[src/rtl/mul_tree_bf16_param_pkg.sv]
// Shared constants for the bf16 product tree and its leaf multiplier.
package mul_tree_bf16_param_pkg;

  localparam logic [15:0] BF16_ONE  = 16'h3F80;
  localparam logic [15:0] BF16_QNAN = 16'h7FC0;

  localparam int MUL3_LAT    = 3;
  localparam int DEF_NUM_IN  = 8;
  localparam int DEF_DW      = 16;
  localparam int DEF_MUL_LAT = MUL3_LAT;

endpackage

[src/rtl/mul_tree_bf16_param_mul.sv]
// Three-stage bf16 multiplier: unpack/classify, mantissa product, normalise/round.
// Denormal inputs and results flush to signed zero; rounding is nearest-even.
module mul_3_stage_pipe_bf16
  import mul_tree_bf16_param_pkg::*;
(
  input  logic        clk,
  input  logic        rst,
  input  logic [31:0] input_mul,
  input  logic        input_mul_stb,
  output logic [15:0] output_mul,
  output logic        output_mul_stb
);

  logic [15:0] w_a, w_b;
  logic        w_a_zero, w_a_inf, w_a_nan, w_b_zero, w_b_inf, w_b_nan;

  assign w_a = input_mul[31:16];
  assign w_b = input_mul[15:0];

  always_comb begin
    w_a_zero = (w_a[14:7] == 8'h00);
    w_a_inf  = (w_a[14:7] == 8'hFF) && (w_a[6:0] == 7'h00);
    w_a_nan  = (w_a[14:7] == 8'hFF) && (w_a[6:0] != 7'h00);
    w_b_zero = (w_b[14:7] == 8'h00);
    w_b_inf  = (w_b[14:7] == 8'hFF) && (w_b[6:0] == 7'h00);
    w_b_nan  = (w_b[14:7] == 8'hFF) && (w_b[6:0] != 7'h00);
  end

  logic       r1_vld, r1_sign, r1_nan, r1_inf, r1_zero;
  logic [7:0] r1_ea, r1_eb, r1_ma, r1_mb;

  always_ff @(posedge clk) begin
    if (rst) r1_vld <= 1'b0;
    else     r1_vld <= input_mul_stb;
    r1_sign <= w_a[15] ^ w_b[15];
    r1_ea   <= w_a[14:7];
    r1_eb   <= w_b[14:7];
    r1_ma   <= {1'b1, w_a[6:0]};
    r1_mb   <= {1'b1, w_b[6:0]};
    r1_nan  <= w_a_nan | w_b_nan | (w_a_inf & w_b_zero) | (w_b_inf & w_a_zero);
    r1_inf  <= w_a_inf | w_b_inf;
    r1_zero <= w_a_zero | w_b_zero;
  end

  logic              r2_vld, r2_sign, r2_nan, r2_inf, r2_zero;
  logic [15:0]       r2_prod;
  logic signed [9:0] r2_exp;

  always_ff @(posedge clk) begin
    if (rst) r2_vld <= 1'b0;
    else     r2_vld <= r1_vld;
    r2_sign <= r1_sign;
    r2_nan  <= r1_nan;
    r2_inf  <= r1_inf;
    r2_zero <= r1_zero;
    r2_prod <= 16'(r1_ma) * 16'(r1_mb);
    r2_exp  <= {2'b00, r1_ea} + {2'b00, r1_eb} - 10'd127;
  end

  logic [6:0]        w_man;
  logic [7:0]        w_man_r;
  logic              w_rnd;
  logic signed [9:0] w_e_norm, w_e_fin;
  logic [15:0]       w_res;

  // Product of two 1.x mantissas lies in [1,4): bit 15 set means shift by one.
  always_comb begin
    if (r2_prod[15]) begin
      w_man    = r2_prod[14:8];
      w_rnd    = r2_prod[7] & ((|r2_prod[6:0]) | r2_prod[8]);
      w_e_norm = r2_exp + 10'sd1;
    end else begin
      w_man    = r2_prod[13:7];
      w_rnd    = r2_prod[6] & ((|r2_prod[5:0]) | r2_prod[7]);
      w_e_norm = r2_exp;
    end
    w_man_r = {1'b0, w_man} + {7'b0, w_rnd};
    w_e_fin = w_man_r[7] ? w_e_norm + 10'sd1 : w_e_norm;
    if (r2_nan)                  w_res = BF16_QNAN;
    else if (r2_inf)             w_res = {r2_sign, 8'hFF, 7'h00};
    else if (r2_zero)            w_res = {r2_sign, 15'h0000};
    else if (w_e_fin >= 10'sd255) w_res = {r2_sign, 8'hFF, 7'h00};
    else if (w_e_fin <= 10'sd0)   w_res = {r2_sign, 15'h0000};
    else                          w_res = {r2_sign, w_e_fin[7:0], w_man_r[6:0]};
  end

  always_ff @(posedge clk) begin
    if (rst) output_mul_stb <= 1'b0;
    else     output_mul_stb <= r2_vld;
    output_mul <= w_res;
  end

endmodule

[src/rtl/mul_tree_bf16_param.sv]
// Parameterised bf16 product tree: lanes are multiplied in groups of 2^mode with a
// fixed latency for every mode; lower-level results ride delay lines past unused levels.
module mul_tree_bf16_param
  import mul_tree_bf16_param_pkg::*;
#(
  parameter int NUM_IN  = DEF_NUM_IN,
  parameter int DW      = DEF_DW,
  parameter int MUL_LAT = DEF_MUL_LAT
) (
  input  logic                                  clk,
  input  logic                                  rst,
  input  logic [NUM_IN*DW-1:0]                  mul_ins,
  input  logic                                  mul_stb,
  input  logic [$clog2($clog2(NUM_IN)+1)-1:0]   mode,
  input  logic [NUM_IN-1:0]                     in_mask,
  output logic [NUM_IN*DW-1:0]                  outputs,
  output logic                                  out_stb,
  output logic [$clog2($clog2(NUM_IN)+1)-1:0]   out_mode,
  output logic                                  busy
);

  localparam int LOG2N = $clog2(NUM_IN);
  localparam int MW    = $clog2(LOG2N + 1);
  localparam int L     = LOG2N * MUL_LAT + 1;
  localparam int CW    = $clog2(L + 1);

  logic [NUM_IN*DW-1:0] w_masked;
  logic [MW-1:0]        w_mode_clamp;

  always_comb begin
    w_masked = '0;
    for (int i = 0; i < NUM_IN; i++)
      w_masked[i*DW +: DW] = in_mask[i] ? mul_ins[i*DW +: DW] : DW'(BF16_ONE);
    w_mode_clamp = (int'(mode) > LOG2N) ? MW'(LOG2N) : mode;
  end

  logic [NUM_IN*DW-1:0] r_lane;
  logic [MW-1:0]        r_mode;
  logic                 r_vld;

  always_ff @(posedge clk) begin
    if (rst) r_vld <= 1'b0;
    else     r_vld <= mul_stb;
    r_lane <= w_masked;
    r_mode <= w_mode_clamp;
  end

  // Per level: zero-padded products, selected result, carried mode and valid.
  logic [NUM_IN*DW-1:0] w_prod [LOG2N+1];
  logic [NUM_IN*DW-1:0] w_res  [LOG2N+1];
  logic [MW-1:0]        w_mode [LOG2N+1];
  logic                 w_vld  [LOG2N+1];

  assign w_prod[0] = r_lane;
  assign w_res[0]  = (r_mode == '0) ? r_lane : '0;
  assign w_mode[0] = r_mode;
  assign w_vld[0]  = r_vld;

  genvar gi, gj;
  generate
    for (gi = 1; gi <= LOG2N; gi++) begin : g_lvl
      localparam int NG = NUM_IN >> gi;

      logic [NG-1:0]        w_stb;
      logic [NG*DW-1:0]     w_p;
      logic [MW-1:0]        r_mode_dly [MUL_LAT];
      logic [NUM_IN*DW-1:0] r_res_dly  [MUL_LAT];

      for (gj = 0; gj < NG; gj++) begin : g_mul
        mul_3_stage_pipe_bf16 u_mul (
          .clk            (clk),
          .rst            (rst),
          .input_mul      ({w_prod[gi-1][(2*gj)*DW +: DW], w_prod[gi-1][(2*gj+1)*DW +: DW]}),
          .input_mul_stb  (w_vld[gi-1]),
          .output_mul     (w_p[gj*DW +: DW]),
          .output_mul_stb (w_stb[gj])
        );
      end

      always_ff @(posedge clk) begin
        r_mode_dly[0] <= w_mode[gi-1];
        r_res_dly[0]  <= w_res[gi-1];
        for (int i = 1; i < MUL_LAT; i++) begin
          r_mode_dly[i] <= r_mode_dly[i-1];
          r_res_dly[i]  <= r_res_dly[i-1];
        end
      end

      assign w_prod[gi] = {{((NUM_IN - NG) * DW){1'b0}}, w_p};
      assign w_mode[gi] = r_mode_dly[MUL_LAT-1];
      assign w_vld[gi]  = &w_stb;
      assign w_res[gi]  = (w_mode[gi] == MW'(gi)) ? w_prod[gi] : r_res_dly[MUL_LAT-1];
    end
  endgenerate

  always_ff @(posedge clk) begin
    if (rst) begin
      out_stb  <= 1'b0;
      outputs  <= '0;
      out_mode <= '0;
    end else begin
      out_stb <= w_vld[LOG2N];
      if (w_vld[LOG2N]) begin
        outputs  <= w_res[LOG2N];
        out_mode <= w_mode[LOG2N];
      end
    end
  end

  logic [CW-1:0] r_cnt;

  always_ff @(posedge clk) begin
    if (rst)                     r_cnt <= '0;
    else if (mul_stb && !out_stb) r_cnt <= r_cnt + CW'(1);
    else if (!mul_stb && out_stb) r_cnt <= r_cnt - CW'(1);
  end

  assign busy = (r_cnt != '0);

endmodule

[config.mk]
export PLATFORM = sky130hd
export DESIGN_NAME = mul_tree_bf16_param
export DESIGN_NICKNAME = d
export VERILOG_FILES = /design/src/rtl/mul_tree_bf16_param_pkg.sv /design/src/rtl/mul_tree_bf16_param_mul.sv /design/src/rtl/mul_tree_bf16_param.sv
export SDC_FILE = /design/constraint.sdc
export NUM_CORES = 2
export LEC_CHECK = 0
export BUFFER_PORTS_ARGS = -buffer_cell sky130_fd_sc_hd__buf_2
export CAP_MARGIN = 20
export CORE_UTILIZATION = 61
export DETAILED_ROUTE_END_ITERATION = 10
export GPL_TIMING_DRIVEN = 0
export PLACE_DENSITY_LB_ADDON = 0.12
export SLEW_MARGIN = 15
export SYNTH_ARGS = -nofsm -noshare
export SYNTH_HDL_FRONTEND = slang
export SYNTH_HIERARCHICAL = 1
export SYNTH_SLANG_ARGS = --single-unit
[constraint.sdc]
create_clock -name clk -period 4.75 [get_ports clk]
set_clock_uncertainty 0.05 [all_clocks]
set_input_delay 0.95 -clock clk [delete_from_list [all_inputs] [get_ports clk]]
set_output_delay 0.95 -clock clk [all_outputs]
set_load 0.02 [all_outputs]
==> flow_summary.json <==
{
  "run_status": "finished, final reports clean",
  "postCtsHoldBufs": 0,
  "grt_max_degree": 24,
  "area_growth_pct": 13.6,
  "ctsHtreeMaxLevel": 4,
  "rr_worst_depth": 15,
  "antenna_found_initial": 11,
  "num_vias": 44400,
  "cts_buffer_depth": 3,
  "clkLatencyLatePin_ns": 0.79,
  "grt-ovfl-total": 0,
  "power.leakage_nw": 36.4,
  "total_power_mw": 45.6,
  "end_kind": "flip-flop",
  "regArea_um2": 40400,
  "multi_input_area_um2": 29400,
  "crit_required_ns": 5.36,
  "ys_top_cells_by_area": "dfxtp_1 (55%), fa_1 (7.1%), ha_1 (6.5%), and2_1 (5.0%), inv_1 (3.0%)",
  "arrival_ns": 5.16,
  "drc": 0,
  "final_max_slew_viol_count": 0,
  "cp_max_fo": 8,
  "core_um2": 118000,
  "die-area_um2": 121000,
  "fillCellCount": 8697,
  "cts_tree": "done",
  "peakVddDrop_uv": 389,
  "dr.pass1.iters": 5,
  "drive_gt1_share_pct": 11.5,
  "ys_seq_area_share_pct": 55.3,
  "die_height_um": 348,
  "first_global_vias": 43300,
  "place_congestion": 0.899,
  "netlist.area_leader.share_pct": 55.3,
  "ant_nets": 0,
  "clk_pin_slew_ns": 0.06,
  "maxCapViolCount": 0,
  "avgSynthCellArea_um2": 11.1,
  "post_cts.repair.setup_buffers": 0,
  "grt_first_pass_wirelength_um": 227000,
  "wl_per_cell_um": 16.4,
  "synth_nets": 7336,
  "synth-main-ff-cell": "dfxtp_1",
  "dp_hpwl_um": 108000,
  "ys_seq_elements": 2017,
  "ys_types": 107,
  "cts-root-buf": "clkbuf_16",
  "yosysTopAreaCell": "dfxtp_1",
  "cts_made_buffers": 183,
  "viasPerCell": 5.06,
  "synth_warnings": 6,
  "async_flop_share_pct": 0,
  "dp_cells": 8426,
  "rsz0062_at_grt": "false",
  "crit_type": "flip-flop to flip-flop",
  "syn-cell-area_um2": 73000,
  "gr-usage-all-layers_pct": 23.7,
  "hold_viol": 0,
  "tightestPinTransition_ns": 1.15,
  "final.min_clock_period_ns": 4.55,
  "syn_inst": 6554,
  "tns_ns": 0,
  "setup_violations": 0,
  "rows": 126,
  "drtIter0Drc": 2703,
  "nets": 7793,
  "crit_path_start_kind": "flip-flop",
  "clkSinkCount": 2017,
  "pin_count": 273,
  "mostFrequentLayoutCells": "dfxtp_1 (2017), inv_1 (585), and2_1 (578)",
  "wl_um": 143000,
  "die_w_um": 348,
  "portBuffers": 272,
  "hold_class": "flip-flop to flip-flop",
  "synth-edff-count": 0,
  "clock.fmax_mhz": 220,
  "start_util_pct": 61.6,
  "final_cells": 8763,
  "max_slew_margin_pct": 22.9,
  "p_per_area_nw_per_um2": 550,
  "final_common_cell": "dfxtp_1",
  "layout_worst_path_cycle_share_pct": 95.9,
  "hold_depth": 0
}
cell type report:
type / instances / area share (%)
flip-flops and latches: 2017 / 48.7
multi-input cells: 3764 / 35.4
clock buffers: 246 / 6.30
inverters: 585 / 2.65
well taps: 1600 / 2.42
repair buffers: 272 / 1.64
clock inverters: 89 / 1.62
plain buffers: 188 / 1.23
diodes: 2 / 0.00604
synthesized netlist by cell type (all sizes together), types with 46 or more instances:
cell type and n:
nor2 208, fa 260, nor4 77, nand2 513, inv 585, nand3 181
nand2b 190, dfxtp 2017, o21ai 99, xor2 94, ha 381, mux2i 46
nor2b 70, nand4 68, and2 579, clkbuf 81, xnor2 200, nor3 64
buf 107, a21oi 246
sequential cells by signal, indices dropped and copies added, names as in the netlist, 18 cells and up:
register and count:
outputs 128, g_lvl.g_mul.u_mul/output_mul 112, g_lvl.g_mul.u_mul/r1_eb 56, g_lvl.g_mul.u_mul/r2_prod 112, r_lane 128, g_lvl.g_mul.u_mul/r2_exp 70, g_lvl.g_mul.u_mul/r1_ea 56, g_lvl.g_mul.u_mul/r1_ma 49
g_lvl.r_mode_dly 18, g_lvl.r_res_dly 1152, g_lvl.g_mul.u_mul/r1_mb 49
worst max-delay path, stage by stage (launching register included):
cell	delay, ns
dfxtp_1	0.41
and2_1	0.23
fa_1	0.46
fa_1	0.55
inv_1	0.05
fa_1	0.46
fa_1	0.55
inv_1	0.05
ha_1	0.33
o21a_1	0.14
o21ai_0	0.14
nand2b_1	0.10
a31o_2	0.26
a41o_1	0.26
o41a_1	0.33
xnor2_1	0.13
report_power, final:
group	internal [mW]	switching (mW)
Sequential	19.1	1.72
Clock	8.98	6.35
Combinational	4.16	5.25
Total	32.3	13.3
layer usage:
| metal | vias to the layer above | wire length [µm] | GRT usage, % | part of all wire [%] |
|---|---|---|---|---|
| li1 | 22200 | - | - | - |
| met1 | 21000 | 67000 | 32.7 | 47 |
| met2 | 952 | 65800 | 38.3 | 46 |
| met3 | 207 | 6830 | 3.49 | 4.8 |
| met4 | 0 | 3740 | 7.74 | 2.6 |
| met5 | - | 0 | 0 | 0 |
cells by family (layout without fill, tap and decap cells):
logic type                 count (synthesis)  after routing  synth area share [%]
and+or+nand+nor                         2101           2101                  15.7
muxes                                     91             91                  1.33
buffers and inverters                    773           1380                  4.41
AOI/OAI and AO/OA                        637            637                  5.96
xor gates and xnor gates                 294            294                  3.56
DFF                                     2017           2017                  55.3
adders and majority gates                641            641                  13.7
other                                      0              2                     0
path summary, 6_finish.rpt:
check                                   start                                  end  slack (ns)
min reg2reg        g_lvl[3].r_res_dly[0][140]           g_lvl[3].r_res_dly[0][268]        0.22
max          g_lvl[2].g_mul[0].u_mul/r1_mb[4]  g_lvl[2].g_mul[0].u_mul/r2_prod[15]        0.20
min                g_lvl[3].r_res_dly[0][140]           g_lvl[3].r_res_dly[0][268]        0.22
max reg2reg  g_lvl[2].g_mul[0].u_mul/r1_mb[4]  g_lvl[2].g_mul[0].u_mul/r2_prod[15]        0.20
metrics by stage:
step	area [µm²]	hold slack (ns)	utilization, %	setup slack, ns
after floorplan	73000	0.260	-	0.431
after global placement	76300	0.260	64.5	0.231
after detailed placement	76300	0.262	64.5	0.157
after CTS	82900	0.206	70.0	0.170
after global routing	82900	0.220	70.0	0.0128
final	82900	0.223	70.0	0.195
repair_timing:
action / CTS / global route
hold endpoints to repair: 0 / 0
resized for setup: 0 / 3
endpoints found under the setup margin: 0 / 3
(Power assumes the default switching activity.)
